<file path="config.mk">
export PLATFORM = sky130hd
export DESIGN_NAME = rr_lock_arbiter_flat
export DESIGN_NICKNAME = d
export VERILOG_FILES = /design/src/rtl/rr_lock_arbiter_if.sv /design/src/rtl/rr_lock_arbiter.sv /design/src/flat_wrapper.sv
export SDC_FILE = /design/constraint.sdc
export NUM_CORES = 1
export LEC_CHECK = 0
export CORE_MARGIN = 8
export CORE_UTILIZATION = 52
export DETAILED_ROUTE_END_ITERATION = 12
export GPL_TIMING_DRIVEN = 0
export PLACE_DENSITY = 0.83
export SETUP_SLACK_MARGIN = 0.05
export SLEW_MARGIN = 20
export SYNTH_ARGS = -nofsm -noshare
export SYNTH_HDL_FRONTEND = slang
export SYNTH_SLANG_ARGS = --single-unit
</file>
<file path="constraint.sdc">
create_clock -name clk -period 2.15 [get_ports clk]
set_input_delay 0.43 -clock clk [delete_from_list [all_inputs] [get_ports clk]]
set_output_delay 0.43 -clock clk [all_outputs]
set_load 0.005 [all_outputs]
</file>
<file path="src/rtl/rr_lock_arbiter_if.sv">
// ============================================================================
// Module   : rr_lock_arbiter_if
// Purpose  : Request/grant bundle between N requesters and rr_lock_arbiter.
// Revision : 1.0 - initial release
// ============================================================================
`default_nettype none

interface rr_lock_arbiter_if #(
  parameter int N = 8,
  parameter int K = 3
);
  logic [N-1:0] req;
  logic [N-1:0] gnt;
  logic [K-1:0] gnt_id;
  logic         gnt_valid;
  logic         preempt;

  modport master (output req, input gnt, input gnt_id, input gnt_valid, input preempt);
  modport slave  (input req, output gnt, output gnt_id, output gnt_valid, output preempt);
endinterface

`default_nettype wire

</file>
<file path="src/rtl/rr_lock_arbiter.sv">
// ============================================================================
// Module   : rr_lock_arbiter (with helper priority_enc)
// Purpose  : Round-robin grant-locking arbiter with optional hold-limit rotation.
// Revision : 1.0 - initial release
// ============================================================================
`default_nettype none

module priority_enc #(
  parameter int N = 8,
  parameter int K = 3
) (
  input  wire logic [N-1:0] req,
  output logic      [K-1:0] idx,
  output logic              valid
);
  // Ascending scan so the highest set bit is the one left standing.
  always_comb begin
    idx   = '0;
    valid = 1'b0;
    for (int i = 0; i < N; i++) begin
      if (req[i]) begin
        idx   = K'(i);
        valid = 1'b1;
      end
    end
  end
endmodule

module rr_lock_arbiter #(
  parameter int N        = 8,
  parameter int K        = 3,
  parameter int MAX_HOLD = 16,
  parameter int CW       = 5
) (
  input wire logic          clk,
  input wire logic          rst_n,
  rr_lock_arbiter_if.slave  bus
);
  localparam logic [0:0] c_st_idle = 1'b0;
  localparam logic [0:0] c_st_own  = 1'b1;

  logic [0:0]    r_state;
  logic [N-1:0]  r_gnt;
  logic [K-1:0]  r_gnt_id;
  logic          r_gnt_valid;
  logic          r_preempt;
  logic [K-1:0]  r_last;
  logic [CW-1:0] r_cnt;

  logic [0:0]    w_state_nxt;
  logic [N-1:0]  w_gnt_nxt;
  logic [K-1:0]  w_gnt_id_nxt;
  logic          w_gnt_valid_nxt;
  logic          w_preempt_nxt;
  logic [K-1:0]  w_last_nxt;
  logic [CW-1:0] w_cnt_nxt;

  logic [N-1:0]  w_req;
  logic [N-1:0]  w_req_x;
  logic [N-1:0]  w_mask;
  logic [K-1:0]  w_masked_idx;
  logic          w_masked_valid;
  logic [K-1:0]  w_full_idx;
  logic          w_full_valid;
  logic [K-1:0]  w_cand;
  logic [N-1:0]  w_cand_onehot;
  logic          w_own_req;
  logic          w_limit_hit;
  logic [CW-1:0] w_cnt_inc;

  assign w_req = bus.req;

  // While owning, the current owner is removed so a handoff never re-grants it.
  assign w_req_x = (r_state == c_st_own) ? (w_req & ~r_gnt) : w_req;

  genvar gi;
  generate
    for (gi = 0; gi < N; gi++) begin : g_mask
      assign w_mask[gi] = (r_last > K'(gi));
    end
  endgenerate

  priority_enc #(.N(N), .K(K)) u_enc_masked (
    .req   (w_req_x & w_mask),
    .idx   (w_masked_idx),
    .valid (w_masked_valid)
  );

  priority_enc #(.N(N), .K(K)) u_enc_full (
    .req   (w_req_x),
    .idx   (w_full_idx),
    .valid (w_full_valid)
  );

  assign w_cand        = w_masked_valid ? w_masked_idx : w_full_idx;
  assign w_cand_onehot = {{(N-1){1'b0}}, 1'b1} << w_cand;
  assign w_own_req     = w_req[r_gnt_id];

  generate
    if (MAX_HOLD != 0) begin : g_limit_on
      localparam logic [CW-1:0] c_max_hold = CW'(MAX_HOLD);
      assign w_limit_hit = (r_cnt == c_max_hold);
      assign w_cnt_inc   = (r_cnt == c_max_hold) ? r_cnt : r_cnt + 1'b1;
    end else begin : g_limit_off
      assign w_limit_hit = 1'b0;
      assign w_cnt_inc   = (&r_cnt) ? r_cnt : r_cnt + 1'b1;
    end
  endgenerate

  // State register plus the registered outputs and pointer/counter.
  always_ff @(posedge clk or negedge rst_n) begin
    if (!rst_n) begin
      r_state     <= c_st_idle;
      r_gnt       <= '0;
      r_gnt_id    <= '0;
      r_gnt_valid <= 1'b0;
      r_preempt   <= 1'b0;
      r_last      <= '0;
      r_cnt       <= '0;
    end else begin
      r_state     <= w_state_nxt;
      r_gnt       <= w_gnt_nxt;
      r_gnt_id    <= w_gnt_id_nxt;
      r_gnt_valid <= w_gnt_valid_nxt;
      r_preempt   <= w_preempt_nxt;
      r_last      <= w_last_nxt;
      r_cnt       <= w_cnt_nxt;
    end
  end

  always_comb begin
    w_state_nxt = r_state;
    case (r_state)
      c_st_idle: if (w_full_valid) w_state_nxt = c_st_own;
      c_st_own:  if (!w_own_req && !w_full_valid) w_state_nxt = c_st_idle;
      default:   w_state_nxt = c_st_idle;
    endcase
  end

  always_comb begin
    w_gnt_nxt       = r_gnt;
    w_gnt_id_nxt    = r_gnt_id;
    w_gnt_valid_nxt = r_gnt_valid;
    w_preempt_nxt   = 1'b0;
    w_last_nxt      = r_last;
    w_cnt_nxt       = r_cnt;
    case (r_state)
      c_st_idle: begin
        if (w_full_valid) begin
          w_gnt_nxt       = w_cand_onehot;
          w_gnt_id_nxt    = w_cand;
          w_gnt_valid_nxt = 1'b1;
          w_last_nxt      = w_cand;
          w_cnt_nxt       = CW'(1);
        end
      end
      c_st_own: begin
        if (w_own_req && !(w_limit_hit && w_full_valid)) begin
          w_cnt_nxt = w_cnt_inc;
        end else if (w_full_valid) begin
          // Handoff: either the owner released, or it was forced out by the limit.
          w_gnt_nxt       = w_cand_onehot;
          w_gnt_id_nxt    = w_cand;
          w_gnt_valid_nxt = 1'b1;
          w_last_nxt      = w_cand;
          w_cnt_nxt       = CW'(1);
          w_preempt_nxt   = w_own_req;
        end else begin
          w_gnt_nxt       = '0;
          w_gnt_valid_nxt = 1'b0;
        end
      end
      default: begin
        w_gnt_nxt       = '0;
        w_gnt_valid_nxt = 1'b0;
      end
    endcase
  end

  assign bus.gnt       = r_gnt;
  assign bus.gnt_id    = r_gnt_id;
  assign bus.gnt_valid = r_gnt_valid;
  assign bus.preempt   = r_preempt;

endmodule

`default_nettype wire

</file>
<file path="src/flat_wrapper.sv">
// flat-port wrapper written by rule: the top's interface ports become plain ports
module rr_lock_arbiter_flat 
#(
  parameter int N        = 8,
  parameter int K        = 3,
  parameter int MAX_HOLD = 16,
  parameter int CW       = 5
)
  (clk, rst_n, bus_req, bus_gnt, bus_gnt_id, bus_gnt_valid, bus_preempt);
  rr_lock_arbiter_if #(.N(N), .K(K)) bus_i ();
  input wire logic clk;
  input wire logic rst_n;
  input wire logic [$bits(bus_i.req)-1:0] bus_req;
  output wire logic [$bits(bus_i.gnt)-1:0] bus_gnt;
  output wire logic [$bits(bus_i.gnt_id)-1:0] bus_gnt_id;
  output wire logic [$bits(bus_i.gnt_valid)-1:0] bus_gnt_valid;
  output wire logic [$bits(bus_i.preempt)-1:0] bus_preempt;
  assign bus_i.req = bus_req;
  assign bus_gnt = bus_i.gnt;
  assign bus_gnt_id = bus_i.gnt_id;
  assign bus_gnt_valid = bus_i.gnt_valid;
  assign bus_preempt = bus_i.preempt;
  rr_lock_arbiter #(.N(N), .K(K), .MAX_HOLD(MAX_HOLD), .CW(CW)) u_core (.clk(clk), .rst_n(rst_n), .bus(bus_i));
endmodule
</file>
# Yosys cells after proc, flatten, opt, wreduce, memory -nomap -nowiden
# Cells that the tools add are included.
# W data, S select, Z words.
# totals
reg_bits,22
input_bits,10
word_cells,90
# op_classes
muxes,57
shift,1
n_reduce_logical,7
n_bitwise,4
n_addsub,1
n_eq_ne,4
n_lt_le_gt_ge,9
# op_table
cell,n
$mux W3,17
$mux W8,4
$mux W1,26
$and A8 B8 Y8,2
$pmux W8 S2,1
$mux W5,3
$gt A3 B3 Y1 const B,4
$pmux W3 S2,2
$pmux W5 S2,1
$not A8 Y8,1
$shl A1 B3 Y8 const A,1
$gt A3 B1 Y1 const B,2
$gt A3 B2 Y1 const B,2
$add A5 B1 Y5 const B,1
$eq A5 B5 Y1 const B,1
$lt A3 B4 Y1 const B,1
$pmux W1 S2,2
$bmux W1 S3,1
$logic_and A1 B1 Y1,3
$logic_not A1 Y1,3
$ne A3 B3 Y1 const B,1
$ne A2 B1 Y1 const B,1
$ne A2 B2 Y1 const B,1
$reduce_and A2 Y1,1
$not A1 Y1,1

# Longest topological paths before layout
# Gate-level depths: netlist (run 1).
# depth
word_depth,17
depth_mapped,8

# Cells and area by module
# A second synthesis (run 1) with hierarchy kept.
# hier_totals
hier_cells,140
hier_area_um2,1351.3
# modules_own_cells
mod,area_each_um2,instances,cells_per_inst,seq_area_each_um2
rr_lock_arbiter,1236.2,1,116,475.5
priority_enc,57.6,2,12,0.0

# Worst setup path before layout (run 1)
# No wires, ideal clock.
# synth_timing
kind,input -> register
startpoint,input bus_req[4]
endpoint,"register u_core.r_gnt_id[0], in the netlist u_core.bus.gnt_id[0]"
setup_slack_ps,204
path_buffers,1
t_arrival_ps,1821
path_stages,6
path_cell_list,o21bai_1 > nand3_1 > or4_1 > buf_2 > o21ai_2 > mux2_2
# synth_between
elab_chain_cells,11
elab_cells_between_ends,29
# synth_rtl
element,line_no,source
start: declaration,flat_wrapper.sv:13,input wire logic [$bits(bus_i.req)-1:0] bus_req;
$and A8 B8 Y8,rr_lock_arbiter.sv:74,assign w_req_x = (r_state == c_st_own) ? (w_req & ~r_gnt) : w_req;
$mux W8,rr_lock_arbiter.sv:74,
$and A8 B8 Y8,rr_lock_arbiter.sv:84,".req (w_req_x & w_mask),"
$mux W3 or $mux W1 (tied branches) (4 in series),rr_lock_arbiter.sv:21,if (req[i]) begin
$mux W3,rr_lock_arbiter.sv:95,assign w_cand = w_masked_valid ? w_masked_idx : w_full_idx;
$mux W3,"rr_lock_arbiter.sv:149, rr_lock_arbiter.sv:160",
$mux W3,rr_lock_arbiter.sv:158,if (w_own_req && !(w_limit_hit && w_full_valid)) begin
$pmux W3 S2,rr_lock_arbiter.sv:147,case (r_state)
end signal: assignment,rr_lock_arbiter.sv:123,r_gnt_id <= w_gnt_id_nxt;
end: declaration,rr_lock_arbiter.sv:44,logic [K-1:0] r_gnt_id;
# Parallel ways exist; a longest one is shown, timed or not. The select of a mux whose other input is x is not followed.
# A chain may end at the register's enable or synchronous reset.

# Final worst setup path (run 1)
# layout_timing
startpoint,input bus_req[2]
endpoint,"register u_core.r_gnt_id[0], in the netlist u_core.bus.gnt_id[0]"
# layout_between
elab_chain_cells,13
elab_cells_between_ends,37
# layout_rtl
element,line_no
$and A8 B8 Y8,rr_lock_arbiter.sv:74
$mux W8,rr_lock_arbiter.sv:74
$and A8 B8 Y8,rr_lock_arbiter.sv:84
$mux W3 or $mux W1 (tied branches) (6 in series),rr_lock_arbiter.sv:21
$mux W3,rr_lock_arbiter.sv:95
$mux W3,"rr_lock_arbiter.sv:149, rr_lock_arbiter.sv:160"
$mux W3,rr_lock_arbiter.sv:158
$pmux W3 S2,rr_lock_arbiter.sv:147
# Parallel ways exist; a longest one is shown, timed or not. The select of a mux whose other input is x is not followed.

==> results of run 1 <==
## repair_timing
| item | CTS | global route |
|---|---|---|
| setup endpoints to repair | 17 | 13 |
| gates cloned | 0 | 1 |
| setup buffers | 10 | 5 |
| pin swaps | 8 | 7 |
| resized for setup | 26 | 20 |
## synthesized netlist by cell type (3+ instances only)
cell type	n	share of area (%)
dfrtp_1	19	35
nand2_1	16	4.4
nor2_1	9	2.5
inv_1	7	1.9
nand2b_1	6	2.7
a21oi_1	5	1.8
nand3_1	5	1.8
o221ai_1	4	2.6
a22o_1	3	1.9
buf_2	3	1.1
mux2_2	3	2.5
mux2i_1	3	2.2
o211ai_1	3	1.6
o21ai_2	3	1.9
o31ai_1	3	1.6
## cell usage in the layout (no fill, tap or decap), types with 2 or more instances in the layout
cell type	instances
and2_1	2
a21oi_2	2
ha_1	2
dfrtp_1	18
buf_4	15
a21oi_1	3
nand2_1	16
a22o_1	3
o221ai_2	2
nand3_1	4
buf_6	3
nor2_1	8
o31ai_1	3
mux2i_1	3
a21bo_2	2
inv_1	7
nand2b_1	4
mux2_1	2
a21boi_4	3
o21ai_4	2
clkbuf_4	4
clkdlybuf4s50_1	17
mux2_4	2
dlygate4sd2_1	5
o21ai_1	2
nor3_1	2
o211ai_1	3
nand2b_4	2
## per-stage QoR
| stage | total power (uW) | area, um2 | hold WS (ns) | utilization, % | cells |
|---|---|---|---|---|---|
| after floorplan | 1590 | 1370 | 0.134 | - | 142 |
| after global placement | 1950 | 1630 | 0.477 | 65.2 | 194 |
| after detailed placement | 2000 | 1630 | 0.487 | 65.2 | 194 |
| after CTS | 2560 | 1840 | 0.511 | 73.8 | 208 |
| after global routing | 3060 | 1990 | 0.550 | 79.8 | 214 |
| final | 2900 | 1990 | 0.515 | 79.8 | 214 |
## layout make-up
cell class / count / area share (%)
Multi-Input combinational cell: 111 / 51.9
Tap cell: 30 / 1.88
Timing Repair Buffer: 38 / 16.8
Inverter: 7 / 1.32
Sequential cell: 19 / 23.9
Clock inverter: 1 / 0.376
Buffer: 5 / 2.63
Clock buffer: 3 / 1.13
## path summary, 6_finish.rpt
path | slack [ns] | to | start
min in group asynchronous | 0.58 | u_core.bus.preempt | rst_n
max | -0.03 | u_core.bus.gnt_id[0] | bus_req[2]
min reg2reg | 0.52 | u_core.r_cnt[4] | u_core.r_cnt[4]
max in group asynchronous | 0.97 | u_core.bus.gnt_id[0] | rst_n
max reg2reg | 0.03 | u_core.bus.gnt_id[0] | u_core.r_state
min | 0.52 | u_core.r_cnt[4] | u_core.r_cnt[4]
## logic make-up after synthesis
logic type / share of synthesized area [%]
flip-flops: 34.7
AND/OR/NAND/NOR: 17.6
adder cells (fa/ha/maj): 1.82
AO/OA/AOI/OAI: 34.9
buffers and inverters: 4.65
multiplexers: 6.30
## sequential cells by signal (all words and copies together), names as in the netlist
name / count
u_core.bus.gnt: 8
u_core.r_cnt: 5
u_core.bus.gnt_id: 3
u_core.bus.gnt_valid: 1
u_core.bus.preempt: 1
u_core.r_state: 1
## power groups by stage
| stage | Combinational, uW | Clock [uW] | Sequential, uW |
|---|---|---|---|
| 2_1_floorplan | 1030 | 0 | 560 |
| 3_3_place_gp | 1370 | 0 | 573 |
| 3_5_place_dp | 1420 | 0 | 585 |
| 4_1_cts | 1800 | 191 | 567 |
| 5_1_grt | 2260 | 211 | 592 |
| 6_report | 2120 | 194 | 582 |
## per-layer routing
metal	part of all wire [%]	wire length (um)	global-route usage [%]
met1	38	1760	20.5
met2	51	2370	32.4
met3	7.0	324	3.15
met4	4.1	189	9.92
met5	0	0	0
==> metrics.cfg, run 1 <==
[cts]
cts-htree-levels = 1
cts_tree = yes
clk_path_buf_depth = 2
cts_root_buf = clkbuf_4
cts.sinks = 19
cts_hold_buf = 0
clkLatencyLatePin_ns = 0.32
path_clk_slew_ns = 0.13
numCtsBuffers = 3

[power]
switching_share_pct = 45.7
pwr-share-clk_pct = 6.7
switchingPower_uw = 1320
internal_power_uw = 1570
vdd_ir_drop_max_uv = 890
p_seq_share_pct = 20.1
power.density_mw_per_mm2 = 1450
p_leak_uw = 0.000836
comb_power_share_pct = 73.2

[setup_path]
start_kind = primary input
crit_fanout = 6
cp-end-kind = flip-flop
rr_worst_depth = 7
critical_path_class = in2reg
crit_chain = clkdlybuf4s50_1, a21bo_2, nand2b_4, or4_4, buf_6, o21ai_4, mux2_4
required_ns = 2.34
critPathTopFamily = buffers and inverters
cp_data_arrival_time_ns = 2.37
slowest_delay_ns = 0.50
cpMaxStageDelayCell = or4_4
cp.depth = 7
cp_num_buf_inv = 2

[die]
dieHeight_um = 67.4
start_util_pct = 54.9
io_pins = 23
die_w_um = 67.4
die_area_mm2 = 0.00454
rows = 18
coreArea_mm2 = 0.00250

[global_route]
grt_pass1_wl_um = 6430
grt_max_degree = 20
grt_use_total_pct = 18.3
grt_overflow = 0
grt_pass1_vias = 1336
antenna_found_initial = 0

[timing]
final.setup.tns_ns = -0.0648
finalSetupViolCount = 3
period_share_pct = 101
final-hold-violation-count = 0
rsz0062_at_grt = yes
max_slew_margin_pct = 43.2
timing.fmax_ghz = 0.459
fin_crit_ns = 2.18
final.setup_skew_ns = 0.0213
tightest_slew_ns = 0.849
setup_ws_ns = -0.0303
drv_slew = 0

[synth]
syn-cell-area_mm2 = 0.00137
avgSynthCellArea_um2 = 9.66
synth_fp_nets = 154
postSynth.asyncResetShare_pct = 100
ys_ff_latch = 19
ys.flop_type = dfrtp_1
synth_edf_count = 0
synth.yosys.warnings = 0
yosysSeqAreaShare_pct = 34.7
synthCells = 142
ys_types = 54

[layout]
areaGrowthSynthToFinish_pct = 45.4
drive_gt1_share_pct = 35.9
seqCellArea_um2 = 477
fin_nets = 197
multi_input_area_mm2 = 0.00104
diodes = 0
fillers = 135

[worst_hold_path]
hp-class = reg2reg
whs_path_depth = 1

[routing]
postRouteAntennaNets = 0
dr.pass1.iters = 4
drt_wl_total_um = 4650
drt-wirelength-per-cell_um = 21.7
drtIter0Drc = 180
via_count = 1451
drc_errors = 0
drt-vias-per-instance = 6.78

[placement]
dp_hpwl_um = 2810
place_congestion = 0.899
io_buffer_count = 22
dpl_worst_slack_ns = -0.543

[flow_run]
max-cap-violations = 0

[outcome]
status = complete, but fails checks
violations = negative setup slack

Power figures use the tool's default switching activity.
==> inputs of run 2 (changes only) <==
--- a/config.mk
+++ b/config.mk
@@ -11,7 +11,7 @@
 export GPL_TIMING_DRIVEN = 0
 export PLACE_DENSITY = 0.83
 export SETUP_SLACK_MARGIN = 0.05
-export SLEW_MARGIN = 20
+export SLEW_MARGIN = 25
 export SYNTH_ARGS = -nofsm -noshare
 export SYNTH_HDL_FRONTEND = slang
 export SYNTH_SLANG_ARGS = --single-unit
==> results of run 2 <==
The final DEF is identical to that of run 1; final timing and power are the same.
==> inputs of run 3 (changes only) <==
--- a/config.mk
+++ b/config.mk
@@ -9,9 +9,10 @@
 export CORE_UTILIZATION = 52
 export DETAILED_ROUTE_END_ITERATION = 12
 export GPL_TIMING_DRIVEN = 0
-export PLACE_DENSITY = 0.83
+export PLACE_DENSITY = 0.84
 export SETUP_SLACK_MARGIN = 0.05
 export SLEW_MARGIN = 25
 export SYNTH_ARGS = -nofsm -noshare
 export SYNTH_HDL_FRONTEND = slang
+export SYNTH_HIERARCHICAL = 1
 export SYNTH_SLANG_ARGS = --single-unit
==> run 3 against run 2 <==
  * The run still ends with negative setup slack left
  * Clock power is 2% lower
  * Final area up 1.7%
  * Sequential share of layout area down 0.40 points
  * Sequential cell count unchanged
  * Combinational power down 24%
  * Non-clock buffer count increased by 2
  * First-iteration DRC count fell by 47%
  * Largest power group unchanged
==> metrics.cfg, run 3 <==
[timing]
finalSetupViolCount = 10
tightest_slew_ns = 0.838
drv_slew = 0
setup_ws_ns = -0.173
rsz0062_at_grt = yes
final-hold-violation-count = 0
period_share_pct = 108
max_slew_margin_pct = 44.0
fin_crit_ns = 2.32
final.setup_skew_ns = 0.00248
timing.fmax_ghz = 0.431
final.setup.tns_ns = -1.28

[die]
dieHeight_um = 67.0
die_w_um = 67.0
io_pins = 23
die_area_mm2 = 0.00449
coreArea_mm2 = 0.00248
rows = 18
start_util_pct = 54.5

[routing]
drt-wirelength-per-cell_um = 21.8
via_count = 1340
postRouteAntennaNets = 0
dr.pass1.iters = 4
drt-vias-per-instance = 6.23
drtIter0Drc = 95
drc_errors = 0
drt_wl_total_um = 4680

[synth]
synthCells = 140
postSynth.asyncResetShare_pct = 100
ys_top_cells_by_count = 20 x nor2_1, 19 x dfrtp_1, 9 x a21boi_0, 9 x nand2_1
synth.yosys.warnings = 6
syn-cell-area_mm2 = 0.00135
synth_area_leaders = dfrtp_1 35%, mux2_4 7.8%, nor2_1 5.6%
ys_ff_latch = 19
ys_types = 39
yosys.area.top_type_share_pct = 35.2
synth_edf_count = 0
yosysMostFrequentCell = nor2_1
ys.flop_type = dfrtp_1
synth_top_area_cell = dfrtp_1
avgSynthCellArea_um2 = 9.65
yosysSeqAreaShare_pct = 35.2

[cts]
clk_path_buf_depth = 2
cts_root_buf = clkbuf_4
path_clk_slew_ns = 0.11
cts.sinks = 19
cts_tree = yes
numCtsBuffers = 3
cts_hold_buf = 0
cts-htree-levels = 1
clkLatencyLatePin_ns = 0.31

[layout]
drive_gt1_share_pct = 40.0
final_cell_mix = 18 x dfrtp_1, 17 x clkdlybuf4s50_1, 16 x buf_4
largest_register_ffs = 8
diodes = 0
fin_nets = 198
areaGrowthSynthToFinish_pct = 50.1
finish.utilization_pct = 81.9
final_common_cell = dfrtp_1

[setup_path]
required_ns = 2.36
start_kind = primary input
rr_worst_depth = 10
cp_data_arrival_time_ns = 2.53
cp-end-kind = flip-flop
crit_fanout = 5
ff2ff_setup_slack_ns = -0.16
critical_path_class = in2reg
r2r_start = u_core/bus.gnt_id[2]
r2r-end = u_core/bus.gnt[0]

[placement]
place_congestion = 0.891
io_buffer_count = 22
dp_hpwl_um = 2510

[outcome]
status = complete, but fails checks
violations = negative setup slack

[global_route]
grt_overflow = 0
grt_pass1_vias = 1371
antenna_found_initial = 0
grt_max_degree = 20
grt_use_total_pct = 20.0
grt_pass1_wl_um = 6750

[power]
power.density_mw_per_mm2 = 1190
power_uw = 2400
p_leak_uw = 0.000904
vdd_ir_drop_max_uv = 977

[flow_run]
max-cap-violations = 0

[worst_hold_path]
holdCritStartpoint = u_core/r_cnt[0]
holdPathEnd = u_core/r_cnt[0]
hp-class = reg2reg
whs_path_depth = 1

[run 3: cell count changes after synthesis, moves of 4 or more]
cell	change
mux2_4	+7
clkbuf_1	+4
nand2_1	-7
mux2i_1	+4
a21boi_0	+7
o221ai_1	-4
nor2_1	+11
nand3_1	-4
[run 3: worst max-delay path, stage by stage]
cell	delay (ns)
clkdlybuf4s50_1	0.50
a21boi_2	0.23
o31a_1	0.18
nor2_2	0.05
nand4_1	0.12
buf_4	0.18
mux2i_4	0.33
nand2b_4	0.19
nor2_1	0.04
mux2_4	0.26
[run 3: final cells by class]
class                   count  area (um2)
fillers                   126         449
clock buffers               3        22.5
well taps                  30        37.5
clock inverters             1        5.00
flip-flops and latches     19         477
inverters                  10        37.5
plain buffers               5        57.6
repair buffers             40         373
multi-input cells         107        1020
[run 3: layer usage]
metal | share of wire, % | up-vias | global-route usage [%]
li1 | - | 587 | -
met1 | 36 | 657 | 20.2
met2 | 51 | 68 | 36.6
met3 | 6.1 | 28 | 3.69
met4 | 6.3 | 0 | 13.1
met5 | 0 | - | 0
[run 3: how the worst max path moves through the flow]
stage | start | to | slack, ns | cells past startpoint
finish | bus_req[0] | u_core/bus.gnt[1] | -0.17 | 10
global placement | bus_req[6] | u_core/bus.gnt[6] | -0.68 | 9
CTS | u_core/r_state | u_core/bus.gnt[1] | -0.03 | 10
detailed placement | bus_req[6] | u_core/bus.gnt[1] | -0.71 | 9
global route | u_core/bus.gnt_id[2] | u_core/bus.gnt[0] | -0.19 | 10
floorplan | u_core/r_state | u_core/bus.gnt[5] | 0.02 | 9
[run 3: what timing repair did]
| action | in CTS | in global routing |
|---|---|---|
| setup buffers | 15 | 3 |
| resized for setup | 39 | 19 |
| pin swaps | 8 | 5 |
| endpoints found under the setup margin | 13 | 14 |
[run 3: cells by family after synthesis]
family | Yosys count | synth area share [%]
other | 1 | 0.278
adder cells (fa/ha/maj) | 2 | 1.85
AO/OA/AOI/OAI | 30 | 16.8
XOR/XNOR | 1 | 0.648
multiplexers | 22 | 22.1
flip-flops | 19 | 35.2
AND/OR/NAND/NOR | 50 | 18.4
buffers and inverters | 15 | 4.72
[run 3: power by group]
group / leakage [uW] / switching [uW] / internal, uW
Sequential: 0.000234 / 130 / 462
Clock: 0.0000177 / 121 / 69.6
Combinational: 0.000652 / 760 / 862
Total: 0.000904 / 1010 / 1390
[run 3: metrics by stage]
stage / cell area [um2] / hold WS (ns) / instances / setup slack [ns]
2_1_floorplan: 1390 / 0.134 / 141 / 0.0158
3_3_place_gp: 1650 / 0.520 / 193 / -0.682
3_5_place_dp: 1650 / 0.544 / 193 / -0.709
4_1_cts: 1950 / 0.560 / 212 / -0.0320
5_1_grt: 2030 / 0.600 / 215 / -0.189
6_report: 2030 / 0.552 / 215 / -0.173
